**src/rtl/serial_adder_pkg.sv**
```systemverilog
// serial_adder_pkg: state encoding and width constants shared by the
// bit-serial adder files.
package serial_adder_pkg;

    typedef enum logic [1:0] {
        IDLE = 2'b00,
        RUN  = 2'b01,
        DONE = 2'b10
    } state_t;

    localparam int DEFAULT_WIDTH = 8;
    localparam int CNT_W         = $clog2(DEFAULT_WIDTH);

endpackage

```
**src/rtl/serial_adder_fa.sv**
```systemverilog
// Single-bit full adder (fa) assembled from two half-adder cells (ha)
// with an OR merging their carries.
module ha (
    input  logic a,
    input  logic b,
    output logic s,
    output logic c
);
    assign s = a ^ b;
    assign c = a & b;
endmodule

module fa (
    input  logic a,
    input  logic b,
    input  logic ci,
    output logic s,
    output logic co
);
    logic s0_s;
    logic c0_s;
    logic c1_s;

    ha u_ha0 (.a(a),    .b(b),  .s(s0_s), .c(c0_s));
    ha u_ha1 (.a(s0_s), .b(ci), .s(s),    .c(c1_s));

    assign co = c0_s | c1_s;
endmodule

```
**src/rtl/serial_adder.sv**
```systemverilog
// serial_adder: bit-serial WIDTH-bit adder, one bit per clock LSB-first.
// Defining SERIAL_ADDER_SUB_EN adds the sub port for A-B via ~B and carry-in 1.
module serial_adder
    import serial_adder_pkg::*;
#(
    parameter int WIDTH = DEFAULT_WIDTH
) (
    input  logic             clk,
    input  logic             rst_n,
    input  logic             start,
    input  logic [WIDTH-1:0] a,
    input  logic [WIDTH-1:0] b,
`ifdef SERIAL_ADDER_SUB_EN
    input  logic             sub,
`endif
    output logic             busy,
    output logic             done,
    output logic [WIDTH-1:0] sum,
    output logic             cout
);
    localparam int CW = $clog2(WIDTH);

    state_t           state_q, state_d;
    logic [WIDTH-1:0] a_sr_q, a_sr_d;
    logic [WIDTH-1:0] b_sr_q, b_sr_d;
    logic [WIDTH-2:0] sum_sr_q, sum_sr_d;
    logic [WIDTH-1:0] sum_sh_s;
    logic [CW-1:0]    cnt_q, cnt_d;
    logic             carry_q, carry_d;
    logic             busy_q, busy_d;
    logic             done_q, done_d;
    logic [WIDTH-1:0] sum_q, sum_d;
    logic             cout_q, cout_d;
    logic             carry_init_s;
    logic             fa_b_s;
    logic             fa_s_s;
    logic             fa_co_s;

`ifdef SERIAL_ADDER_SUB_EN
    logic sub_q, sub_d;
    assign carry_init_s = sub;
    assign fa_b_s       = b_sr_q[0] ^ sub_q;
`else
    assign carry_init_s = 1'b0;
    assign fa_b_s       = b_sr_q[0];
`endif

    fa u_fa (
        .a  (a_sr_q[0]),
        .b  (fa_b_s),
        .ci (carry_q),
        .s  (fa_s_s),
        .co (fa_co_s)
    );

    // Next-state, datapath and output computation
    always_comb begin
        state_d  = state_q;
        a_sr_d   = a_sr_q;
        b_sr_d   = b_sr_q;
        sum_sr_d = sum_sr_q;
        sum_sh_s = {fa_s_s, sum_sr_q};
        cnt_d    = cnt_q;
        carry_d  = carry_q;
        busy_d   = 1'b0;
        done_d   = 1'b0;
        sum_d    = sum_q;
        cout_d   = cout_q;
`ifdef SERIAL_ADDER_SUB_EN
        sub_d    = sub_q;
`endif
        case (state_q)
            IDLE: begin
                if (start) begin
                    state_d = RUN;
                    a_sr_d  = a;
                    b_sr_d  = b;
                    carry_d = carry_init_s;
                    cnt_d   = {CW{1'b0}};
                    busy_d  = 1'b1;
`ifdef SERIAL_ADDER_SUB_EN
                    sub_d   = sub;
`endif
                end else begin
                    busy_d = 1'b0;
                end
            end
            RUN: begin
                a_sr_d   = {1'b0, a_sr_q[WIDTH-1:1]};
                b_sr_d   = {1'b0, b_sr_q[WIDTH-1:1]};
                sum_sr_d = sum_sh_s[WIDTH-1:1];
                carry_d  = fa_co_s;
                cnt_d    = cnt_q + CW'(1);
                // The last bit goes straight into the output register.
                if (cnt_q == CW'(WIDTH - 1)) begin
                    state_d = DONE;
                    busy_d  = 1'b0;
                    done_d  = 1'b1;
                    sum_d   = sum_sh_s;
                    cout_d  = fa_co_s;
                end else begin
                    busy_d  = 1'b1;
                end
            end
            DONE: begin
                state_d = IDLE;
            end
            default: begin
                state_d = IDLE;
            end
        endcase
    end

    // State and output registers with synchronous active-low reset
    always_ff @(posedge clk) begin
        if (!rst_n) begin
            state_q  <= IDLE;
            a_sr_q   <= {WIDTH{1'b0}};
            b_sr_q   <= {WIDTH{1'b0}};
            sum_sr_q <= {(WIDTH-1){1'b0}};
            cnt_q    <= {CW{1'b0}};
            carry_q  <= 1'b0;
            busy_q   <= 1'b0;
            done_q   <= 1'b0;
            sum_q    <= {WIDTH{1'b0}};
            cout_q   <= 1'b0;
`ifdef SERIAL_ADDER_SUB_EN
            sub_q    <= 1'b0;
`endif
        end else begin
            state_q  <= state_d;
            a_sr_q   <= a_sr_d;
            b_sr_q   <= b_sr_d;
            sum_sr_q <= sum_sr_d;
            cnt_q    <= cnt_d;
            carry_q  <= carry_d;
            busy_q   <= busy_d;
            done_q   <= done_d;
            sum_q    <= sum_d;
            cout_q   <= cout_d;
`ifdef SERIAL_ADDER_SUB_EN
            sub_q    <= sub_d;
`endif
        end
    end

    assign busy = busy_q;
    assign done = done_q;
    assign sum  = sum_q;
    assign cout = cout_q;

endmodule

```
**config.mk**
```make
export PLATFORM = sky130hd
export DESIGN_NAME = serial_adder
export DESIGN_NICKNAME = d
export VERILOG_FILES = /design/src/rtl/serial_adder_pkg.sv /design/src/rtl/serial_adder_fa.sv /design/src/rtl/serial_adder.sv
export SDC_FILE = /design/constraint.sdc
export NUM_CORES = 1
export LEC_CHECK = 0
export CORE_MARGIN = 1
export CORE_UTILIZATION = 50
export CTS_BUF_LIST = sky130_fd_sc_hd__clkbuf_4 sky130_fd_sc_hd__clkbuf_8
export CTS_CLUSTER_DIAMETER = 100
export DETAILED_ROUTE_END_ITERATION = 16
export GPL_TIMING_DRIVEN = 1
export MAX_ROUTING_LAYER = met4
export PLACE_DENSITY = 0.74
export SLEW_MARGIN = 20
export SYNTH_ARGS = -nofsm -noshare
export SYNTH_HDL_FRONTEND = slang
export SYNTH_SLANG_ARGS = --single-unit
```
**constraint.sdc**
```tcl
create_clock -name clk -period 1.9 [get_ports clk]
set_input_delay 0.475 -clock clk [delete_from_list [all_inputs] [get_ports clk]]
set_output_delay 0.475 -clock clk [all_outputs]
set_load 0.005 [all_outputs]
```
### Word level (Yosys, flattened, before mapping)

Index checks and enable logic that the tools add are counted.

| storage, ports and cells | value |
|---|---|
| flip-flop bits (word level) | 40 |
| bits of input ports | 19 |
| output and inout bits | 11 |
| logic and storage cells | 41 |

| cells by class | value |
|---|---|
| add/subtract/negate cells | 1 |
| equality and inequality tests | 4 |
| multiplexer cells | 15 |
| bitwise gates (word level) | 5 |
| reduce and logical (&&, ||, !) cells | 6 |

Operators by type and width:

| cell | count |
|---|---|
| case mux 8 bit (2 select lines) | 2 |
| two-way mux 8 bit | 2 |
| AND reduction 2 bit | 4 |
| case mux 3 bit (2 select lines) | 1 |
| two-way mux 1 bit | 4 |
| two-way mux 2 bit | 2 |
| != test 2 bit, second input constant | 2 |
| case mux 1 bit (2 select lines) | 2 |
| case mux 2 bit (2 select lines) | 1 |
| adder 3 x 1 -> 3 bit, second input constant | 1 |
| == test 3 bit, second input constant | 1 |
| two-way mux 3 bit | 1 |
| bitwise AND 1 bit | 2 |
| == test 2 x 1 -> 1 bit, second input constant | 1 |
| zero test 2 bit | 1 |
| nonzero test 2 bit | 1 |
| XOR 1 bit | 2 |
| bitwise OR 1 bit | 1 |

### Logic depth before layout (Yosys ltp)

| depth | value |
|---|---|
| word-level depth | 4 |
| mapped depth | 6 |
| gate-level depth less buffers | 5 |

### By module

From an unflattened synthesis, not the netlist that was laid out.

| second synthesis, totals | value |
|---|---|
| cells, all modules | 173 |
| area, all modules | 1661.6 um^2 |

By module, submodules not included:

| module | times used | cells each | area an instance (um^2) | sequential area each (um^2) |
|---|---|---|---|---|
| serial_adder | 1 | 170 | 1630.3 | 800.8 |
| ha | 2 | 1 | 12.5 | 0.0 |
| fa | 1 | 1 | 6.3 | 0.0 |

### Least setup slack after synthesis

No wires, ideal clock.

| path | value |
|---|---|
| path type | input to register |
| start | in start |
| end | reg a_sr_q[0] |
| setup time | 117 ps |
| arrival | 1277 ps |
| required time | 1783 ps |
| path slack | 506 ps |
| cell stages on the path | 5 |
| path buffers | 2 |
| cell sequence | or3b_1 -> buf_6 -> buf_12 -> o221ai_2 -> nor2_1 |

| on the way | value |
|---|---|
| word-level cells in the longest chain between the ends | 2 |

RTL lines:

| element | RTL line | RTL |
|---|---|---|
| from (decl) | serial_adder.sv:10 | `input logic start,` |
| != test 2 bit (no line) | -- |  |
| AND reduction 2 bit (no line) | -- |  |
| to (signal assigned) | serial_adder.sv:118 | `a_sr_q <= {WIDTH{1'b0}};` |
| to (signal assigned) | serial_adder.sv:132 | `a_sr_q <= a_sr_d;` |
| to (decl) | serial_adder.sv:24 | `logic [WIDTH-1:0] a_sr_q, a_sr_d;` |

No other way between the ends.
A chain may end at the register's enable or synchronous reset.

### Final worst setup path

| path | value |
|---|---|
| start | reg sum_q[3] (netlist: sum[3]) |
| end | out sum[3] |

RTL lines:

| element | RTL line | RTL |
|---|---|---|
| from (decl) | serial_adder.sv:32 | `logic [WIDTH-1:0] sum_q, sum_d;` |
| from (signal assigned) | serial_adder.sv:125 | `sum_q <= {WIDTH{1'b0}};` |
| from (signal assigned) | serial_adder.sv:139 | `sum_q <= sum_d;` |
| to (decl) | serial_adder.sv:18 | `output logic [WIDTH-1:0] sum,` |

No word-level cell between the ends.

==> summary.txt <==
Worst setup path
  • Crit. End Element: output pin
  • CP Buf/Inv Count: 1
  • Worst path max stage delay: ~0.5 ns
  • Delay-heaviest family, CP: buffers and inverters
  • Slowest CP cell: clkdlybuf4s50_1
  • Critical path type: register to output pin
  • Crit-path max FO: 2
  • Crit path DAT: 1.19 ns
  • CP Launch Type: register
  • Worst path cell trace: clkdlybuf4s50_1
  • Required time of the critical path: between 1 and 1.5 ns

Clock tree
  • PostCTS Resize Cnt: 0
  • Clock Path Buffers: 2
  • Hold_buf cts: 0
  • CTS buffer count: 5
  • Postcts setup bufs: 0
  • Htree depth: 2
  • CTS sink cnt: 40
  • CTS tree: built
  • CTS root buf: clkbuf_4
  • Worst-path clk slew: ~0.12 ns
  • Clock Latency Late Sink: 0.35 ns

Synthesis
  • Post-synth EDFFs: 0
  • Avg Cell Area, Syn: 9.65 um2
  • Flops & latches, synth: 40
  • Synth Area in Adders: around 2.7%
  • Synth Area in XOR/XNOR: 0%
  • Synthesized cell area: between 1500 and 2000 um2
  • Synth Warn #: 0
  • Async S/R FF share, synth: 0%
  • Mux cell area share after synthesis: less than 1%
  • Compound-gate portion of the synthesized area: approximately 22%
  • Ys flop type: dfxtp_1
  • Main combinational cell family by area after synthesis: compound AO/OA/AOI/OAI gates
  • Distinct cells, synth: 26
  • Seq/Total Area, Yosys: between 40% and 50%
  • Syn Inst Count: 171
  • Simple-gate share of the synthesized area: ~20%
  • Syn Nets: about 190

Timing
  • Final setup vio count: 0
  • Fin Clk Skew: around 0.0085 ns
  • Fin crit period: ~1.7 ns
  • Worst slew pin tran: 0.342 ns
  • Hold Slack: roughly 0.47 ns
  • Final hold vios: 0
  • Unrepaired setup endpoints after global routing: false
  • F_max: ~600 MHz
  • Setup TNS: 0 ns
  • Crit share post-route: about 88%
  • Max Slew Vio Count: 0
  • Rel. slew slack: between 70% and 80%

GRT
  • Largest net degree at the start of global routing: 41
  • Vias in the first global route: ~1.2k
  • First-pass GRT wire length: 5080 um
  • Initial antenna violation count: 0
  • Tot GR Track Use: approximately a fifth
  • Total grt overflow: 0

Placement
  • Placer Congestion: approximately 0.73
  • HPWL after detailed placement: between 2000 and 2500 um
  • I/O Buffers: 29

Route
  • Vias: between 1k and 1.5k
  • Initial DRT Pass Iterations: 4
  • Wirelength, routed: a little under 3000 um
  • Routed Antenna Nets: 0
  • DRC: 0
  • WL/cell: 12.1 um
  • DR iter-0 viols: 53
  • Via/cell ratio: 5.21

Run
  • Max Cap Viol: 0

Die
  • Die ar.: between 3000 and 4000 um2
  • I/O pins: 30
  • Row count: 20
  • Die width: between 50 and 60 um
  • Die height: slightly below 60 um
  • Core ar.: between 3000 and 4000 um2
  • Initial Util: around 53%

Min path
  • Min-delay worst type: register to register

Status
  • Status: complete, no violations

Pwr
  • P_leak: ~0.74 nW
  • Maximum vdd drop: roughly 0.53 mV
  • Total power divided by cell area: about 750 nW/um2

Layout
  • Antenna cell count: 0
  • Area growth syn-to-layout: 23.9%
  • Final Util: around 66%
  • Layout cells sized above 1: between 10% and 20%
  • Nets: 224
-- per-layer routing --
metal	vias to the layer above	GRT usage, %	wire (um)	share of wire [%]
li1	655	-	-	-
met1	598	22.7	1330	45
met2	29	33.5	1480	50
met3	5	6.55	132	4.4
met4	0	7.14	42	1.4
met5	-	-	0	0
-- worst paths after layout --
check             startpoint     end  slack [ns]  cells after the start
setup / recovery      sum[3]  sum[3]        0.23                      1
hold / removal        sum[2]  sum[2]        0.47                      2
setup reg to reg    cnt_q[0]    cout        0.52                      5
hold reg to reg       sum[2]  sum[2]        0.47                      2
-- cells in the final DEF (no fill, tap or decap), types with 5 or more instances in the layout --
cell and n:
nand2_1 24, nor2_1 28, nor2b_1 6, a21boi_0 16, clkbuf_4 5, a22oi_1 5
buf_4 7, o221ai_2 10, nand3_1 9, dfxtp_1 40, clkdlybuf4s50_1 29
-- kinds of logic (layout without fill, tap and decap cells) --
kind of cell             count (synthesis)  count (layout)
AND/OR/NAND/NOR                         75              75
adder cells (fa/ha/maj)                  3               3
AO/OA/AOI/OAI                           38              38
flip-flops                              40              40
buffers and inverters                   14              46
multiplexers                             1               1
-- area by class of cell --
type                    instances  area (um2)
clock inverters                 2        10.0
fillers                       293        1060
well taps                      44        55.1
inverters                       1        3.75
repair buffers                 37         363
flip-flops and latches         40         801
multi-input cells             117         761
clock buffers                   6        51.3
-- stage by stage --
| stage | total power (W) | area, um2 | setup WS [ns] | instances |
|---|---|---|---|---|
| after floorplan | 0.00104 | 1650 | 0.506 | 171 |
| after global placement | 0.00110 | 1980 | 0.0450 | 239 |
| after detailed placement | 0.00111 | 1980 | 0.00978 | 239 |
| after CTS | 0.00155 | 2040 | 0.209 | 247 |
| after global routing | 0.00162 | 2040 | 0.153 | 247 |
| final | 0.00153 | 2040 | 0.231 | 247 |
-- synthesized netlist by cell type (2+ instances only) --
library cell | count | area share (%)
dfxtp_1 | 40 | 49
nor2_1 | 28 | 6.4
nand2_1 | 24 | 5.5
a21boi_0 | 16 | 7.3
o221ai_2 | 10 | 9.1
nand3_1 | 9 | 2.7
nor2b_1 | 6 | 2.3
a22oi_1 | 5 | 2.3
buf_2 | 4 | 1.2
clkbuf_1 | 4 | 0.91
o221ai_1 | 4 | 2.1
nor3b_1 | 3 | 1.4
and3_1 | 2 | 0.76
buf_1 | 2 | 0.46
buf_6 | 2 | 1.4
ha_1 | 2 | 1.5
-- power by group --
group / total (W) / internal (W) / switching (W)
logic: 0.000190 / 0.000101 / 0.0000892
clock network: 0.000439 / 0.000176 / 0.000263
registers: 0.000903 / 0.000876 / 0.0000267
-- registers in the layout, summed over array words and instances (netlist names), 2 cells and up --
signal / flops
state_q: 2
sum_sr_q: 7
b_sr_q: 8
cnt_q: 3
sum: 8
a_sr_q: 8
Power figures use the tool's default switching activity.
